File: config.mk
export PLATFORM = sky130hd
export DESIGN_NAME = instruction_fetch_controller
export DESIGN_NICKNAME = d
export VERILOG_FILES = /design/src/rtl/instruction_fetch_controller.sv
export SDC_FILE = /design/constraint.sdc
export NUM_CORES = 1
export LEC_CHECK = 0
export BUFFER_PORTS_ARGS = -buffer_cell sky130_fd_sc_hd__buf_2
export CORE_ASPECT_RATIO = 0.9
export CORE_MARGIN = 10
export CORE_UTILIZATION = 51
export CTS_BUF_LIST = sky130_fd_sc_hd__clkbuf_8
export DETAILED_ROUTE_END_ITERATION = 7
export PLACE_DENSITY = 0.9
export SETUP_SLACK_MARGIN = 0.2
export SYNTH_ARGS = -nofsm -noshare
export SYNTH_HDL_FRONTEND = slang
export SYNTH_SLANG_ARGS = --single-unit
File: constraint.sdc
create_clock -name clk -period 5 [get_ports clk]
set_clock_uncertainty 0.15 [all_clocks]
set_input_delay 0.25 -clock clk [delete_from_list [all_inputs] [get_ports clk]]
set_output_delay 0.25 -clock clk [all_outputs]
set_load 0.01 [all_outputs]
File: src/rtl/instruction_fetch_controller.sv
`default_nettype none
// ============================================================================
// Module   : instruction_fetch_controller
// Purpose  : Fetches one- and two-word instructions from program memory,
//            passes each word through an external decoder and offers the
//            decoded instruction to the execute stage over a valid/ready
//            handshake. A redirect presented on the handshake reloads the PC.
// Options  : FETCH_SINGLE_STEP_EN - when defined, the controller parks in a
//            HALT state after every issued instruction until `step` pulses.
// Revision : 1.0 - initial release
// ============================================================================
module instruction_fetch_controller (
    input  logic        clk,
    input  logic        rst_n,
    // program memory
    output logic        pm_en,
    output logic [13:0] pm_addr,
    input  logic [15:0] pm_data,
    // decoder
    output logic [15:0] dec_instruction,
    output logic        dec_part2,
    input  logic [7:0]  dec_id,
    input  logic [7:0]  dec_arg1,
    input  logic [7:0]  dec_arg2,
    // execute handshake
    output logic        ex_valid,
    input  logic        ex_ready,
    output logic [7:0]  ex_id,
    output logic [7:0]  ex_arg1,
    output logic [7:0]  ex_arg2,
    output logic [15:0] ex_k,
    output logic [13:0] ex_pc_next,
    // redirect
    input  logic        redirect_valid,
    input  logic [13:0] redirect_pc,
    // single step
    input  logic        step
);

    // IDs of instructions that carry a second program word
    localparam logic [7:0] c_ID_CALL = 8'h09;
    localparam logic [7:0] c_ID_JMP  = 8'h13;
    localparam logic [7:0] c_ID_LDS  = 8'h21;
    localparam logic [7:0] c_ID_STS  = 8'h3F;

    typedef enum logic [2:0] {
        S_RST    = 3'd0,
        S_FETCH1 = 3'd1,
        S_DEC1   = 3'd2,
        S_FETCH2 = 3'd3,
        S_DEC2   = 3'd4,
        S_ISSUE  = 3'd5
`ifdef FETCH_SINGLE_STEP_EN
        ,
        S_HALT   = 3'd6
`endif
    } state_t;

    state_t      state_q, state_d;
    logic [13:0] pc_q, pc_d;
    logic [7:0]  ex_id_q, ex_id_d;
    logic [7:0]  ex_arg1_q, ex_arg1_d;
    logic [7:0]  ex_arg2_q, ex_arg2_d;
    logic [15:0] ex_k_q, ex_k_d;

    logic        two_word;
    logic        handshake;

`ifndef FETCH_SINGLE_STEP_EN
    // Without single-step support the step input has no effect.
    logic        w_unused_step;
    assign w_unused_step = step;
`endif

    // Second-word detection uses the decoder result of the first word.
    assign two_word = (dec_id == c_ID_CALL) || (dec_id == c_ID_JMP) ||
                      (dec_id == c_ID_LDS)  || (dec_id == c_ID_STS);

    assign handshake = (state_q == S_ISSUE) && ex_ready;

    // Registered ID/arguments/K hold the offered instruction steady.
    assign ex_id   = ex_id_q;
    assign ex_arg1 = ex_arg1_q;
    assign ex_arg2 = ex_arg2_q;
    assign ex_k    = ex_k_q;

    // State, PC and captured decoder results; reset discards any instruction in flight.
    always_ff @(posedge clk or negedge rst_n) begin
        if (!rst_n) begin
            state_q   <= S_RST;
            pc_q      <= 14'h0000;
            ex_id_q   <= 8'h00;
            ex_arg1_q <= 8'h00;
            ex_arg2_q <= 8'h00;
            ex_k_q    <= 16'h0000;
        end else begin
            state_q   <= state_d;
            pc_q      <= pc_d;
            ex_id_q   <= ex_id_d;
            ex_arg1_q <= ex_arg1_d;
            ex_arg2_q <= ex_arg2_d;
            ex_k_q    <= ex_k_d;
        end
    end

    // Next-state, PC update and per-state output decode.
    always_comb begin
        state_d         = state_q;
        pc_d            = pc_q;
        ex_id_d         = ex_id_q;
        ex_arg1_d       = ex_arg1_q;
        ex_arg2_d       = ex_arg2_q;
        ex_k_d          = ex_k_q;
        pm_en           = 1'b0;
        pm_addr         = 14'h0000;
        dec_instruction = 16'h0000;
        dec_part2       = 1'b0;
        ex_valid        = 1'b0;
        ex_pc_next      = 14'h0000;

        case (state_q)
            S_RST: begin
                state_d = S_FETCH1;
            end
            S_FETCH1: begin
                pm_en   = 1'b1;
                pm_addr = pc_q;
                state_d = S_DEC1;
            end
            S_DEC1: begin
                dec_instruction = pm_data;
                ex_id_d         = dec_id;
                ex_arg1_d       = dec_arg1;
                ex_arg2_d       = dec_arg2;
                // single-word instructions carry no K operand
                ex_k_d          = 16'h0000;
                pc_d            = pc_q + 14'd1;
                state_d         = two_word ? S_FETCH2 : S_ISSUE;
            end
            S_FETCH2: begin
                pm_en   = 1'b1;
                pm_addr = pc_q;
                state_d = S_DEC2;
            end
            S_DEC2: begin
                dec_instruction = pm_data;
                dec_part2       = 1'b1;
                ex_k_d          = {dec_arg2, dec_arg1};
                pc_d            = pc_q + 14'd1;
                state_d         = S_ISSUE;
            end
            S_ISSUE: begin
                ex_valid   = 1'b1;
                ex_pc_next = pc_q;
                if (handshake) begin
                    // a redirect only counts when it coincides with the handshake
                    if (redirect_valid) begin
                        pc_d = redirect_pc;
                    end
`ifdef FETCH_SINGLE_STEP_EN
                    state_d = S_HALT;
`else
                    state_d = S_FETCH1;
`endif
                end
            end
`ifdef FETCH_SINGLE_STEP_EN
            S_HALT: begin
                if (step) begin
                    state_d = S_FETCH1;
                end
            end
`endif
            default: begin
                state_d = S_RST;
            end
        endcase
    end

endmodule
`default_nettype wire

After elaboration in Yosys (flattened, before gate mapping). Index checks and enable logic that the tools add are counted.

Register bits after elaboration: 57. Bits of input ports: 59. Output and inout port bits: 87. Word-level logic and storage cells: 41.

Add/sub/neg operators: 1. Eq/ne operators: 11. Multiplexer cells: 13. Reduce and logical (&&, ||, !) cells: 10.

Operators with widths (count): 14-bit two-way mux (4); 16-bit one-hot mux with 2 select lines (1); 14-bit one-hot mux with 2 select lines (1); 3-bit one-hot mux with 6 select lines (1); 8-bit by 6-bit equality test with 1-bit output (second input constant) (2); 16-bit two-way mux (1); 14-bit by 1-bit adder with 14-bit output (second input constant) (1); 8-bit by 4-bit equality test with 1-bit output (second input constant) (1); 8-bit by 5-bit equality test with 1-bit output (second input constant) (1); 3-bit by 2-bit equality test with 1-bit output (second input constant) (2); 3-bit equality test (second input constant) (2); 3-bit two-way mux (2); 2-bit != test (second input constant) (2); 2-bit nonzero test (2); 2-bit OR reduction (2); 3-bit by 1-bit equality test with 1-bit output (second input constant) (1); 3-bit logical NOT (1); 1-bit logical OR (3); 1-bit two-way mux (3); 3-bit AND reduction (1); 1-bit logical AND (1).

Logic depth before layout (Yosys ltp). Gate-level depths: netlist of run 1.

Depth after elaboration: 6. Depth in mapped cells: 7. Gate-level depth less buffers: 5.

Least setup slack after synthesis of run 1. No wires, ideal clock.

Path type: register to output. From: reg state_q[2]. To: out dec_instruction[10]. Arrival: 1.597 ns. Required time: 4.600 ns. Path slack: 3.003 ns. Cell stages (with the launch flop): 8. Buffers on the path: 4. Path through: dfrtp_1 > buf_6 > or3b_1 > buf_4 > and2_4 > buf_6 > buf_2 > nor2b_1.

Longest elaborated chain between the ends: 3. Elaborated cells between the ends (all ways): 4. Those cells by class: eq/ne: 2; mux: 1; reduce/logical: 1.

Ends and longest elaborated chain: from (decl) (line 59) `state_t state_q, state_d;`; from (signal assigned) (line 97) `state_q <= state_d;`; 3-bit equality test / 3-bit by 2-bit equality test with 1-bit output (equally long branches) (line 121) `case (state_q)`; 2-bit OR reduction (no source line) *; 16-bit two-way mux * (line 121); to (decl) (line 20) `output logic [15:0] dec_instruction,`.

Mark *: on every way between the ends. The rest lies on a longest branch, timed or not.

Worst setup path in the final report of run 1.
From: reg state_q[2]. To: out ex_pc_next[4].

Longest elaborated chain between the ends: 2.

Ends and longest elaborated chain: 3-bit equality test (line 121); 14-bit two-way mux (line 121); to (decl) (line 32) `output logic [13:0] ex_pc_next,`.

No other way between the ends.

==> results of run 1 <==
==> registers in the layout (all words and copies together), names as in the netlist <==
| signal | count |
|---|---|
| ex_k | 16 |
| state_q | 3 |
| pc_q | 14 |
| ex_id | 8 |
| ex_arg2 | 8 |
| ex_arg1 | 8 |
==> metrics by stage <==
stage | instance area (um2) | power (uW)
final | 3800 | 2470
after global routing | 3800 | 2660
after CTS | 3780 | 2480
after detailed placement | 3560 | 2040
after global placement | 3560 | 1990
after floorplan | 2870 | 1620
==> per-layer routing <==
| metal | GRT usage | vias to the layer above |
|---|---|---|
| met3 | 0.102 | 8 |
| li1 | - | 1239 |
| met1 | 0.217 | 1276 |
| met2 | 0.296 | 121 |
| met5 | 0 | - |
| met4 | 0.0430 | 0 |
==> kinds of logic (layout without fill, tap and decap cells) <==
logic type / Yosys count / count (layout)
and+or+nand+nor: 97 / 97
AOI/OAI and AO/OA: 63 / 63
DFF: 57 / 57
muxes: 25 / 25
buffers and inverters: 22 / 169
adders and majority gates: 1 / 1
xor gates and xnor gates: 1 / 1
==> timing repair <==
item                                    4_1_cts  5_1_grt
gates resized for setup                       0        0
setup buffers                                 0        0
endpoints found under the hold margin        59        2
hold buffers                                  3        2
endpoints found under the setup margin        0        0
==> cell type report <==
cell class                      instances  share of cell area
Clock buffer                           10              0.0362
Tap cell                               67              0.0220
Inverter                                3             0.00296
Timing Repair Buffer                  150               0.205
Sequential cell                        57               0.375
Multi-Input combinational cell        187               0.344
Clock inverter                          6              0.0155
==> where the power goes <==
group	total [uW]	switching, uW	internal (uW)
sequential	862	182	680
combinational	1170	637	535
clock	433	193	240
total	2470	1010	1460
==> synthesized netlist by cell type, types with 5 or more instances <==
library cell / count / area share
dfrtp_1: 57 / 0.50
nor2b_1: 18 / 0.039
buf_6: 5 / 0.020
nor2_1: 5 / 0.0065
nand3_1: 9 / 0.016
o22ai_1: 6 / 0.013
o21ai_0: 11 / 0.019
mux2_2: 24 / 0.094
nand2_1: 14 / 0.018
and2_1: 28 / 0.061
a22o_1: 17 / 0.052
a21oi_1: 17 / 0.030
clkbuf_1: 8 / 0.010
==> worst max-delay path by stage <==
| stage | endpoint | depth (start not counted) | start | slack [ns] |
|---|---|---|---|---|
| after floorplan | dec_instruction[10] | 7 | state_q[2] | 3.00 |
| after global placement | ex_pc_next[13] | 4 | state_q[2] | 2.21 |
| after detailed placement | ex_pc_next[9] | 4 | state_q[2] | 2.15 |
| after CTS | ex_pc_next[9] | 4 | state_q[2] | 1.77 |
| after global routing | ex_pc_next[8] | 4 | state_q[2] | 1.47 |
| final | ex_pc_next[4] | 4 | state_q[2] | 1.72 |
==> critical path, cell delays in order, from the launching register on <==
cell      delay, ns
dfrtp_1        0.47
nand3b_1       0.72
clkinv_1       0.81
and2_1         0.40
buf_2          0.14
==> metrics.txt, run 1 <==
status=finished clean; Fin Hold WS=0.00901 ns; Synth Area in Adders=0.00436; Clk pin slew, worst setup/hold paths=0.07 ns; standard-cell row count=25; mux cell area share after synthesis=0.0978; pre-CTS WS=2.15 ns; Clock Root Buffer=clkbuf_8; drt wl/cell=18.3 um; register area=1430 um2; Worst R2R End=pc_q[10]; clock buffer count from CTS=9; largest family of logic cells by synthesized area=simple AND/OR/NAND/NOR gates; fin crit share=0.656; Post-Syn Nets=326; area of the multi-input gates=1310 um2; final net count=468; latest clock arrival within the worst-skew pair=0.33 ns; Placed Cells=459; core area=5350 um2; Final min period=3.28 ns; Min-Delay Path Depth=2; CTS Sinks=57; post-layout util=0.711; RSZ-0062 raised after global routing=false; CTS tree=yes; Final ANT Viol Nets=0; EDFF count, synth=0; fraction of final layout cells sized beyond drive strength 1=0.453; Synth Warn #=0; CP startpoint kind=register; Slew Limit Fails=0; FF-to-FF Start=state_q[2]; final setup TNS=0 ns; H-tree depth reported by CTS=3; Initial Util=0.536; Compound-Gate Fraction of Synth Area=0.148; setup ws final=1.72 ns; MaxCap Viol Count=0; Rel. slew slack=0.225; met3 WL=997 um; Hold Path End=ex_k[13]; Layout area overhead=32.7%; FFs w/ async S/R, synth=1.00; synth unique cells=45; fillers=380; Setup CP Type=register to output pin; Synth Area per Inst=10.8 um2; final wirelength=8780 um; routed vias=2644; drc violations=0; R2R setup slack=2.06 ns; worst min path class=input pin to register; commonest cells after routing, fill and taps aside=144 x buf_2, 57 x dfrtp_1, 28 x and2_1; ant diodes=0; global route overflow=0; Synth Area in Simple Gates=0.203; clock buffer depth=2; I/O pins=146; most common cell after layout, fill and taps aside=buf_2; post-DP HPWL=6420 um; first-pass GRT wire length=13900 um; post-route insts no fill=480; Lkg Pwr=0.00196 uW; Initial DRC Count=154; drt via density=5.51; GPL Wtd Cong=0.795; Power Density=649 nW/um2; Die ar.=9020 um2; Top FF cell, synth=dfrtp_1; Least-Margin Pin Slew=1.16 ns; PortBufs=144; Seq cells post-synth=57; First-pass DRT Iterations=4; crit path max fanout=27; Reg2Reg Depth=5; initial antenna violation count=0; critical path arrival=2.88 ns; sequential share of the synthesized area=0.498; Final setup viols=0; largest net degree at the start of global routing=58; number of global-route vias before repair=2683; Hold Path Origin=dec_arg2[5]; WL met1=3490 um; Post-Synthesis Cell Area=2870 um2; die width=99.0 um; Synth Instances=266; WL met2=4220 um; Critical Path RT=4.60 ns; Final Hold Fails=0; CP endpoint kind=output pin; maximum clock rate=305 MHz; Top Layer Used=met4; Peak VDD IR=0.000424 V; Post-Synth XOR/XNOR Area=0.00306; gr usage total=0.187; die height=91.1 um
Note: power is estimated with default switching activity, not from simulation.
==> run 2, diff against run 1 <==
--- a/config.mk
+++ b/config.mk
@@ -8,10 +8,10 @@
 export BUFFER_PORTS_ARGS = -buffer_cell sky130_fd_sc_hd__buf_2
 export CORE_ASPECT_RATIO = 0.9
 export CORE_MARGIN = 10
-export CORE_UTILIZATION = 51
+export CORE_UTILIZATION = 43
 export CTS_BUF_LIST = sky130_fd_sc_hd__clkbuf_8
 export DETAILED_ROUTE_END_ITERATION = 7
-export PLACE_DENSITY = 0.9
+export PLACE_DENSITY = 0.81
 export SETUP_SLACK_MARGIN = 0.2
 export SYNTH_ARGS = -nofsm -noshare
 export SYNTH_HDL_FRONTEND = slang
==> constraint.sdc (replaced) <==
create_clock -name clk -period 2.8 [get_ports clk]
set_clock_uncertainty 0.15 [all_clocks]
set_input_delay 0.14 -clock clk [delete_from_list [all_inputs] [get_ports clk]]
set_output_delay 0.14 -clock clk [all_outputs]
set_load 0.01 [all_outputs]
==> run 2 against run 1 <==
Worst hold slack lost 0.0024 ns; first-iteration DRC count decreased by 19%; wire length grew 5.5%; worst setup slack got worse by 1.3 ns; critical endpoint is now dec_instruction[14]; largest power group unchanged; highest routed layer unchanged.
==> metrics.txt, run 2 (same netlist as run 1, synthesis figures left out) <==
Initial DRC Count=125 (was 154); largest net degree at the start of global routing=34 (was 58); H-tree depth reported by CTS=3 (unchanged); Internal=2640 uW (was 1460 uW); number of global-route vias before repair=2935 (was 2683); Slew Limit Fails=0 (unchanged); CP endpoint kind=output pin (unchanged); post-layout util=0.643 (was 0.711); Final min period=2.36 ns; RSZ-0062 raised after global routing=false (unchanged); commonest cells after routing, fill and taps aside=144 x buf_2, 57 x dfrtp_1, 38 x dlygate4sd3_1 (was 144 x buf_2, 57 x dfrtp_1, 28 x and2_1); standard-cell row count=28 (was 25); drt wl/cell=17.2 um (was 18.3 um); die height=97.5 um (was 91.1 um); area of the multi-input gates=1310 um2 (unchanged); core area=6520 um2 (was 5350 um2); Peak VDD IR=0.000652 V (was 0.000424 V); Setup Buffers After CTS=0 (unchanged); final net count=504 (was 468); CTS Sinks=57 (unchanged); initial antenna violation count=0 (unchanged); Largest register FFs=16 (unchanged); critical path arrival=2.07 ns (was 2.88 ns); routed vias=2760 (was 2644); Final ANT Viol Nets=0 (unchanged); Overall Power=4480 uW (was 2470 uW); final setup TNS=0 ns (unchanged); most common cell after layout, fill and taps aside=buf_2 (unchanged); I/O pins=146 (unchanged); crit path max fanout=33 (was 27); status=finished clean (unchanged); register area=1430 um2 (unchanged); Placed Cells=485 (was 459); Least-Margin Pin Slew=0.875 ns (was 1.16 ns); die width=106 um (was 99.0 um); ant diodes=0 (unchanged); Lkg Pwr=0.00210 uW (was 0.00196 uW); latest clock arrival within the worst-skew pair=0.34 ns (was 0.33 ns); fraction of final layout cells sized beyond drive strength 1=0.425 (was 0.453); gr usage total=0.176 (was 0.187); first-pass GRT wire length=14900 um (was 13900 um); post-DP HPWL=6570 um (was 6420 um); sequential power share=0.345 (was 0.349); PortBufs=144 (unchanged); fin crit share=0.843; Clk pin slew, worst setup/hold paths=0.07 ns (about the same); final wirelength=9270 um (was 8780 um); combinational group share of total power=0.478 (was 0.475); drc violations=0 (unchanged); Rel. slew slack=0.415 (was 0.225); Critical Path RT=2.51 ns (was 4.60 ns); global route overflow=0 (unchanged); Power Density=1070 nW/um2 (was 649 nW/um2); CTS tree=yes (unchanged); Initial Util=0.440 (was 0.536); post-route insts no fill=539 (was 480); Clock Root Buffer=clkbuf_8 (unchanged); GPL Wtd Cong=0.832 (was 0.795); CP startpoint kind=register (unchanged); Setup CP Type=register to output pin (unchanged); drt via density=5.12 (was 5.51); Layout area overhead=46.3% (was 32.7%); switching share of power=0.410 (about the same); fillers=519 (was 380); Die ar.=10300 um2 (was 9020 um2); clock buffer count from CTS=9 (unchanged); NetSw=1840 uW (was 1010 uW); worst min path class=input pin to register (unchanged); First-pass DRT Iterations=5 (was 4); maximum clock rate=424 MHz; Final setup viols=0 (unchanged); clock share of power=0.176 (was 0.175); Final Hold Fails=0 (unchanged); clock buffer depth=2 (unchanged); MaxCap Viol Count=0 (unchanged)
[run 2: metal layers]
layer  global-route usage  wire length (um)  vias to the layer above
met1                0.194              3670                     1309
met5                    0                 0                        -
met2                0.291              4500                      129
met3               0.0822               938                       14
li1                     -                 -                     1308
met4               0.0614               159                        0
[run 2: metrics by stage]
stage / area [um2] / setup slack, ns / hold slack, ns
2_1_floorplan: 2870 / 0.913 / -0.306
4_1_cts: 4190 / 0.444 / 0.00320
3_3_place_gp: 3610 / 0.663 / -0.0889
6_report: 4190 / 0.440 / 0.00657
3_5_place_dp: 3610 / 0.632 / -0.0783
5_1_grt: 4190 / 0.313 / 0.0394
[run 2: cell type report]
cell class,count,share of cell area
Clock buffer,10,0.0328
Inverter,3,0.00269
Tap cell,90,0.0269
Multi-Input combinational cell,187,0.312
Clock inverter,6,0.0158
Timing Repair Buffer,186,0.270
Sequential cell,57,0.340
[run 2: final timing paths]
path / start / end / slack, ns / cells past startpoint
worst max register to register: state_q[2] / pc_q[7] / 0.61 / 4
worst min-delay path: redirect_pc[6] / pc_q[6] / 0.007 / 3
worst min register to register: ex_k[15] / ex_k[15] / 0.35 / 1
min in group asynchronous: rst_n / ex_id[6] / 0.11 / 2
max in group asynchronous: rst_n / ex_k[15] / 1.73 / 3
worst max-delay path: state_q[2] / dec_instruction[14] / 0.44 / 4
[run 2: worst max-delay path, stage by stage, from the launching register on]
cell	delay (ns)
dfrtp_1	0.47
or3b_1	0.56
and2_4	0.35
nor2b_1	0.18
buf_2	0.16
[run 2: timing repair]
action | CTS | global route
endpoints found under the setup margin | 0 | 0
gates resized for setup | 0 | 0
hold buffers | 38 | 0
hold endpoints to repair | 110 | 0
[run 2: power groups by stage]
stage          clock (uW)  sequential [uW]  combinational [uW]
3_5_place_dp            0             1540                2130
3_3_place_gp            0             1510                2050
4_1_cts               804             1540                2170
2_1_floorplan           0             1590                1300
6_report              789             1550                2140
5_1_grt               841             1600                2370
